`src/rtl/apb_pkg.sv`:
```
// Shared definitions for the APB round-robin requester: FSM state encoding and default bus widths.
package apb_pkg;

  localparam int unsigned APB_ADDR_W = 32;
  localparam int unsigned APB_DATA_W = 32;

  typedef enum logic [1:0] {
    IDLE   = 2'b00,
    SETUP  = 2'b01,
    ACCESS = 2'b10
  } apb_state_e;

endpackage

```
`src/rtl/apb_rr_arbiter.sv`:
```
// Combinational round-robin pick: search starts at i_ptr and wraps modulo NUM_REQ;
// the first requesting index wins and is returned as one-hot, index and valid.
module apb_rr_arbiter #(
  parameter int unsigned NUM_REQ = 4,
  parameter int unsigned PTR_W   = $clog2(NUM_REQ)
) (
  input  logic [NUM_REQ-1:0] i_req,
  input  logic [PTR_W-1:0]   i_ptr,
  output logic [NUM_REQ-1:0] o_grant_c,
  output logic [PTR_W-1:0]   o_idx_c,
  output logic               o_valid_c
);

  localparam int unsigned SUM_W = PTR_W + 1;

  logic [SUM_W-1:0] w_idx;

  // One extra bit keeps ptr+k from overflowing before the modulo wrap.
  always_comb begin
    o_grant_c = '0;
    o_idx_c   = '0;
    o_valid_c = 1'b0;
    w_idx     = '0;
    for (int unsigned k = 0; k < NUM_REQ; k++) begin
      w_idx = SUM_W'(i_ptr) + SUM_W'(k);
      if (w_idx >= SUM_W'(NUM_REQ)) begin
        w_idx = w_idx - SUM_W'(NUM_REQ);
      end
      if (!o_valid_c && i_req[w_idx[PTR_W-1:0]]) begin
        o_valid_c                   = 1'b1;
        o_idx_c                     = w_idx[PTR_W-1:0];
        o_grant_c[w_idx[PTR_W-1:0]] = 1'b1;
      end
    end
  end

endmodule

```
`src/rtl/apb_rr_requester.sv`:
```
// Round-robin arbiter plus APB requester FSM sharing one APB completer among NUM_REQ requesters.
// Optional ACCESS-phase timeout enabled by defining APB_TIMEOUT_EN.
module apb_rr_requester
  import apb_pkg::*;
#(
  parameter int unsigned NUM_REQ = 4,
  parameter int unsigned ADDR_W  = APB_ADDR_W,
  parameter int unsigned DATA_W  = APB_DATA_W,
  parameter int unsigned TIMEOUT = 16
) (
  input  logic                      pclk,
  input  logic                      preset,
  input  logic [NUM_REQ-1:0]        req,
  input  logic [NUM_REQ-1:0]        req_write,
  input  logic [NUM_REQ*ADDR_W-1:0] req_addr,
  input  logic [NUM_REQ*DATA_W-1:0] req_wdata,
  output logic [NUM_REQ-1:0]        done,
  output logic [DATA_W-1:0]         rsp_rdata,
  output logic                      rsp_err,
  output logic                      psel,
  output logic                      penable,
  output logic                      pwrite,
  output logic [ADDR_W-1:0]         paddr,
  output logic [DATA_W-1:0]         pwdata,
  input  logic                      pready,
  input  logic [DATA_W-1:0]         prdata,
  input  logic                      pslverr
);

  localparam int unsigned PTR_W = $clog2(NUM_REQ);

  if (NUM_REQ < 2 || NUM_REQ > 8 || TIMEOUT < 1) begin : g_bad_cfg
    $error("apb_rr_requester: NUM_REQ must be 2..8 and TIMEOUT at least 1");
  end

  apb_state_e          r_state,    w_state_nxt;
  logic [PTR_W-1:0]    r_rr_ptr,   w_rr_ptr_nxt;
  logic [NUM_REQ-1:0]  r_owner_oh, w_owner_nxt;
  logic                r_psel,     w_psel_nxt;
  logic                r_penable,  w_penable_nxt;
  logic                r_pwrite,   w_pwrite_nxt;
  logic [ADDR_W-1:0]   r_paddr,    w_paddr_nxt;
  logic [DATA_W-1:0]   r_pwdata,   w_pwdata_nxt;
  logic [NUM_REQ-1:0]  r_done,     w_done_nxt;
  logic [DATA_W-1:0]   r_rdata,    w_rdata_nxt;
  logic                r_err,      w_err_nxt;

  logic [NUM_REQ-1:0]  w_arb_req;
  logic [NUM_REQ-1:0]  w_arb_grant;
  logic [PTR_W-1:0]    w_arb_idx;
  logic                w_arb_valid;
  logic                w_launch;
  logic                w_sel_write;
  logic [ADDR_W-1:0]   w_sel_addr;
  logic [DATA_W-1:0]   w_sel_wdata;

  // The finishing requester is ignored on its completing cycle and while its done is showing.
  assign w_arb_req = req & ~(r_done | ((r_state == ACCESS) ? r_owner_oh : '0));

  apb_rr_arbiter #(
    .NUM_REQ (NUM_REQ),
    .PTR_W   (PTR_W)
  ) u_arb (
    .i_req     (w_arb_req),
    .i_ptr     (r_rr_ptr),
    .o_grant_c (w_arb_grant),
    .o_idx_c   (w_arb_idx),
    .o_valid_c (w_arb_valid)
  );

  // Request fields of the current winner.
  always_comb begin
    w_sel_write = 1'b0;
    w_sel_addr  = '0;
    w_sel_wdata = '0;
    for (int i = 0; i < int'(NUM_REQ); i++) begin
      if (w_arb_grant[i]) begin
        w_sel_write = req_write[i];
        w_sel_addr  = req_addr[i*ADDR_W +: ADDR_W];
        w_sel_wdata = req_wdata[i*DATA_W +: DATA_W];
      end
    end
  end

`ifdef APB_TIMEOUT_EN
  localparam int unsigned CNT_W = $clog2(TIMEOUT + 1);

  logic [CNT_W-1:0] r_to_cnt;
  logic             w_timeout;

  // Counts ACCESS cycles of the current transfer; cleared on every SETUP.
  always_ff @(posedge pclk or posedge preset) begin
    if (preset) begin
      r_to_cnt <= '0;
    end else if (r_state == SETUP) begin
      r_to_cnt <= '0;
    end else if (r_state == ACCESS) begin
      r_to_cnt <= r_to_cnt + CNT_W'(1);
    end
  end

  assign w_timeout = (r_state == ACCESS) && !pready && (r_to_cnt == CNT_W'(TIMEOUT - 1));
`endif

  // Next-state and next-output logic.
  always_comb begin
    w_state_nxt   = r_state;
    w_rr_ptr_nxt  = r_rr_ptr;
    w_owner_nxt   = r_owner_oh;
    w_psel_nxt    = r_psel;
    w_penable_nxt = r_penable;
    w_pwrite_nxt  = r_pwrite;
    w_paddr_nxt   = r_paddr;
    w_pwdata_nxt  = r_pwdata;
    w_done_nxt    = '0;
    w_rdata_nxt   = r_rdata;
    w_err_nxt     = r_err;
    w_launch      = 1'b0;

    case (r_state)
      IDLE: begin
        w_psel_nxt    = 1'b0;
        w_penable_nxt = 1'b0;
        w_launch      = w_arb_valid;
      end
      SETUP: begin
        w_penable_nxt = 1'b1;
        w_state_nxt   = ACCESS;
      end
      ACCESS: begin
        if (pready) begin
          w_done_nxt    = r_owner_oh;
          w_rdata_nxt   = r_pwrite ? '0 : prdata;
          w_err_nxt     = pslverr;
          w_psel_nxt    = 1'b0;
          w_penable_nxt = 1'b0;
          w_state_nxt   = IDLE;
          w_launch      = w_arb_valid;
        end
`ifdef APB_TIMEOUT_EN
        else if (w_timeout) begin
          w_done_nxt    = r_owner_oh;
          w_rdata_nxt   = '0;
          w_err_nxt     = 1'b1;
          w_psel_nxt    = 1'b0;
          w_penable_nxt = 1'b0;
          w_state_nxt   = IDLE;
        end
`endif
      end
      default: begin
        w_psel_nxt    = 1'b0;
        w_penable_nxt = 1'b0;
        w_state_nxt   = IDLE;
      end
    endcase

    // Grant: latch the winner's fields and start SETUP (back-to-back when coming from ACCESS).
    if (w_launch) begin
      w_state_nxt   = SETUP;
      w_psel_nxt    = 1'b1;
      w_penable_nxt = 1'b0;
      w_pwrite_nxt  = w_sel_write;
      w_paddr_nxt   = w_sel_addr;
      w_pwdata_nxt  = w_sel_wdata;
      w_owner_nxt   = w_arb_grant;
      w_rr_ptr_nxt  = (w_arb_idx == PTR_W'(NUM_REQ - 1)) ? '0 : w_arb_idx + PTR_W'(1);
    end
  end

  always_ff @(posedge pclk or posedge preset) begin
    if (preset) begin
      r_state <= IDLE;
    end else begin
      r_state <= w_state_nxt;
    end
  end

  always_ff @(posedge pclk or posedge preset) begin
    if (preset) begin
      r_rr_ptr   <= '0;
      r_owner_oh <= '0;
      r_psel     <= 1'b0;
      r_penable  <= 1'b0;
      r_pwrite   <= 1'b0;
      r_paddr    <= '0;
      r_pwdata   <= '0;
      r_done     <= '0;
      r_rdata    <= '0;
      r_err      <= 1'b0;
    end else begin
      r_rr_ptr   <= w_rr_ptr_nxt;
      r_owner_oh <= w_owner_nxt;
      r_psel     <= w_psel_nxt;
      r_penable  <= w_penable_nxt;
      r_pwrite   <= w_pwrite_nxt;
      r_paddr    <= w_paddr_nxt;
      r_pwdata   <= w_pwdata_nxt;
      r_done     <= w_done_nxt;
      r_rdata    <= w_rdata_nxt;
      r_err      <= w_err_nxt;
    end
  end

  assign done      = r_done;
  assign rsp_rdata = r_rdata;
  assign rsp_err   = r_err;
  assign psel      = r_psel;
  assign penable   = r_penable;
  assign pwrite    = r_pwrite;
  assign paddr     = r_paddr;
  assign pwdata    = r_pwdata;

endmodule
```
`config.mk`:
```
export PLATFORM = sky130hd
export DESIGN_NAME = apb_rr_requester
export DESIGN_NICKNAME = d
export VERILOG_FILES = /design/src/rtl/apb_pkg.sv /design/src/rtl/apb_rr_arbiter.sv /design/src/rtl/apb_rr_requester.sv
export SDC_FILE = /design/constraint.sdc
export NUM_CORES = 1
export LEC_CHECK = 0
export CAP_MARGIN = 20
export CORE_AREA = 2 2 157 159
export DETAILED_ROUTE_END_ITERATION = 8
export DIE_AREA = 0 0 159 161
export GPL_ROUTABILITY_DRIVEN = 1
export GPL_TIMING_DRIVEN = 0
export PLACE_DENSITY = 0.65
export SLEW_MARGIN = 20
export SYNTH_ARGS = -nofsm -noshare
export SYNTH_HDL_FRONTEND = slang
export SYNTH_SLANG_ARGS = --single-unit
```
`constraint.sdc`:
```
create_clock -name pclk -period 8.7 [get_ports pclk]
set_input_delay 1.74 -clock pclk [delete_from_list [all_inputs] [get_ports pclk]]
set_output_delay 1.74 -clock pclk [all_outputs]
set_load 0.01 [all_outputs]
```
==> results.cfg <==
[status]
outcome = completed

[timing]
relSlewSlack_pct = 52.6
hold_violations = 0
rsz0062_at_grt = false
fmax_mhz = 205
tns_ns = 0
worst_slew_pin_slew_ns = 0.712
fin_skew_ns = 0.0117
fin_crit_ns = 4.88
drv_slew = 0
fin_crit_sh_pct = 56.0
final-setup-viol-count = 0

[worst_setup_path]
crit_type = input pin to register
path_cells = clkdlybuf4s50_1, nor2b_1, nand2_1, mux4_2, mux2i_1, a221oi_2, clkbuf_1, o211ai_1, a221o_1
critPathTopFamily = compound AO/OA/AOI/OAI gates
crit_path_start = req[1]
cp-end-kind = register
crit_path_max_fanout = 10
worst_ep_arrival_time_ns = 5.12
crit_required_ns = 8.94
worstReg2RegStart = r_rr_ptr[0]
cp_slowest_cell = clkbuf_1
cp_num_buf_inv = 2
critical_path.max_stage_delay_ns = 0.58
start_kind = input pin

[clock_tree]
cts_tree = yes
clockBufferDepth = 2
h-tree-depth = 3
holdBufCountCts = 0
clk_pin_slew_ns = 0.08
cts_setup_buffers = 0
numCtsBuffers = 9
cts_root_buf = clkbuf_16
clk_latency_ns = 0.37
post_cts_resized = 0
clock_sinks = 112

[synthesis]
syn_inst = 857
synth_common_cells = nand2_1, nor2_1, dfrtp_1
synth_area_leader_cell = dfrtp_1
synth_cell_type_count = 47
netlist.area_leader.share_pct = 40.2
avgSynthCellArea_um2 = 8.14
syn_nets = 1162
synth_area_um2 = 6980
synth_edf_count = 0
synthArstFlopShare_pct = 100
synth-seq-area-share_pct = 40.2
yosysWarnings = 0
synth_area_leaders = dfrtp_1, nand2_1, a221o_1
ys.flop_type = dfrtp_1
synth_most_common_cell = nand2_1
ys_ff_latch = 112

[layout]
nNetsFinal = 1577
stdcell_count = 1601
stdcell_area_um2 = 11800
areaGrowthSynthToFinish_pct = 68.5
num_antenna_cells = 0
drive_gt1_share_pct = 3.84

[global_route]
antenna_found_initial = 0
grt_pass1_vias = 7876
gr-usage-all-layers_pct = 22.9
grt_max_degree = 63
grt_first_pass_wirelength_um = 45800
grt_overflow = 0

[power_and_ir_drop]
p_int_mw = 2.43
swShare_pct = 45.5
p_total_mw = 4.45
switching_power_mw = 2.02
clockPowerShare_pct = 9.9
leakagePower_nw = 4.97
pwr-share-comb_pct = 69.2
ir_drop_uv = 164
p_per_area_nw_per_um2 = 378
pwr-share-seq_pct = 20.9

[detailed_routing]
wl_um = 30200
vias = 7881
firstDrtPassIters = 6
viasPerCell = 4.92
wl_per_cell_um = 18.9
ant_nets = 0
drcViolationCount = 0
drt_iter0_drc = 432

[die]
core-area_um2 = 24000
start_util_pct = 29.1
num_rows = 57
die_w_um = 159
dieHeight_um = 161
ios = 404
dieArea_um2 = 25600

[placement]
routabilityCongestion = 0.899
dp.cells = 1585
place_area_um2 = 11400
hpwlAfterDp_um = 23400
portBuffers = 403

[job]
drv_cap = 0

[min_path]
worstHoldStart = rsp_rdata[27]
holdCritPathClass = register to register
-- sequential cells by signal, indices dropped and copies added (netlist names) --
register and cells:
r_owner_oh 4, rsp_err 1, r_state 2, rsp_rdata 32, pwdata 32, done 4, penable 1, psel 1
r_rr_ptr 2, paddr 32, pwrite 1
-- final cells by class --
cell class                 instances  area (um^2)
inverter                          11         46.3
tap                              324          405
sequential                       112         2800
fill                            2432        12200
clock inverter                     7         86.3
timing repair buffer             404         4060
buffer                            70          324
multi-input combinational        664         3810
clock buffer                       9          225
-- worst paths after layout --
path	to	slack [ns]	cells past startpoint
hold / removal	rsp_rdata[27]	0.48	2
hold reg to reg	rsp_rdata[27]	0.48	2
max in group asynchronous	r_rr_ptr[1]	6.22	3
setup reg to reg	pwdata[22]	4.33	11
min in group asynchronous	pwdata[15]	1.79	2
setup / recovery	pwdata[22]	3.82	9
-- power by group through the flow --
stage	sequential (mW)	combinational (mW)	clock, mW
2_1_floorplan	1.01	1.80	0
3_3_place_gp	0.930	3.07	0
3_5_place_dp	0.932	3.11	0
4_1_cts	0.929	3.11	0.456
5_1_grt	0.959	3.39	0.475
6_report	0.929	3.08	0.441
-- cell families (layout without fill, tap and decap cells) --
logic type                 count (synthesis)  after routing  synth area share, %
adders and majority gates                  5              5                0.897
AOI/OAI and AO/OA                        200            200                 22.7
and+or+nand+nor                          451            451                 29.1
xor gates and xnor gates                   1              1                0.126
muxes                                      7              7                 1.76
DFF                                      112            112                 40.2
buffers and inverters                     81            501                 5.24
-- routing by layer --
metal	GRT usage [%]	wire length [um]
met1	28.4	12700
met2	40.2	14800
met3	5.03	2030
met4	6.78	668
met5	0	0
-- worst reg2reg max path, cell delays in order (launching register included) --
cell	delay [ns]
dfrtp_1	0.38
clkbuf_1	0.38
inv_2	0.21
ha_1	0.32
clkbuf_1	0.34
inv_1	0.18
mux4_2	0.53
mux2i_1	0.16
a221oi_2	0.52
clkbuf_1	0.58
o211ai_1	0.30
a221o_1	0.35
-- metrics by stage --
| step | util [%] | hold slack [ns] | setup WS [ns] |
|---|---|---|---|
| floorplan | - | 0.464 | 4.00 |
| global placement | 47.6 | 0.461 | 1.95 |
| detailed placement | 47.8 | 0.469 | 3.38 |
| CTS | 49.1 | 0.488 | 3.76 |
| global route | 49.1 | 0.509 | 3.58 |
| finish | 49.1 | 0.483 | 3.82 |
-- cell usage in the layout (no fill, tap or decap), drive strengths merged, types with 5 or more instances in the layout --
cell,Yosys,final
a21oi,8,8
a221o,65,65
and2,68,68
and3b,5,5
buf,24,25
clkbuf,46,55
clkdlybuf4s50,0,403
dfrtp,112,112
ha,5,5
inv,11,16
nand2,182,182
nand2b,35,35
nand3b,6,6
nor2,143,143
o211ai,66,66
o21ai,37,37
Note: power is estimated with default switching activity, not from simulation.
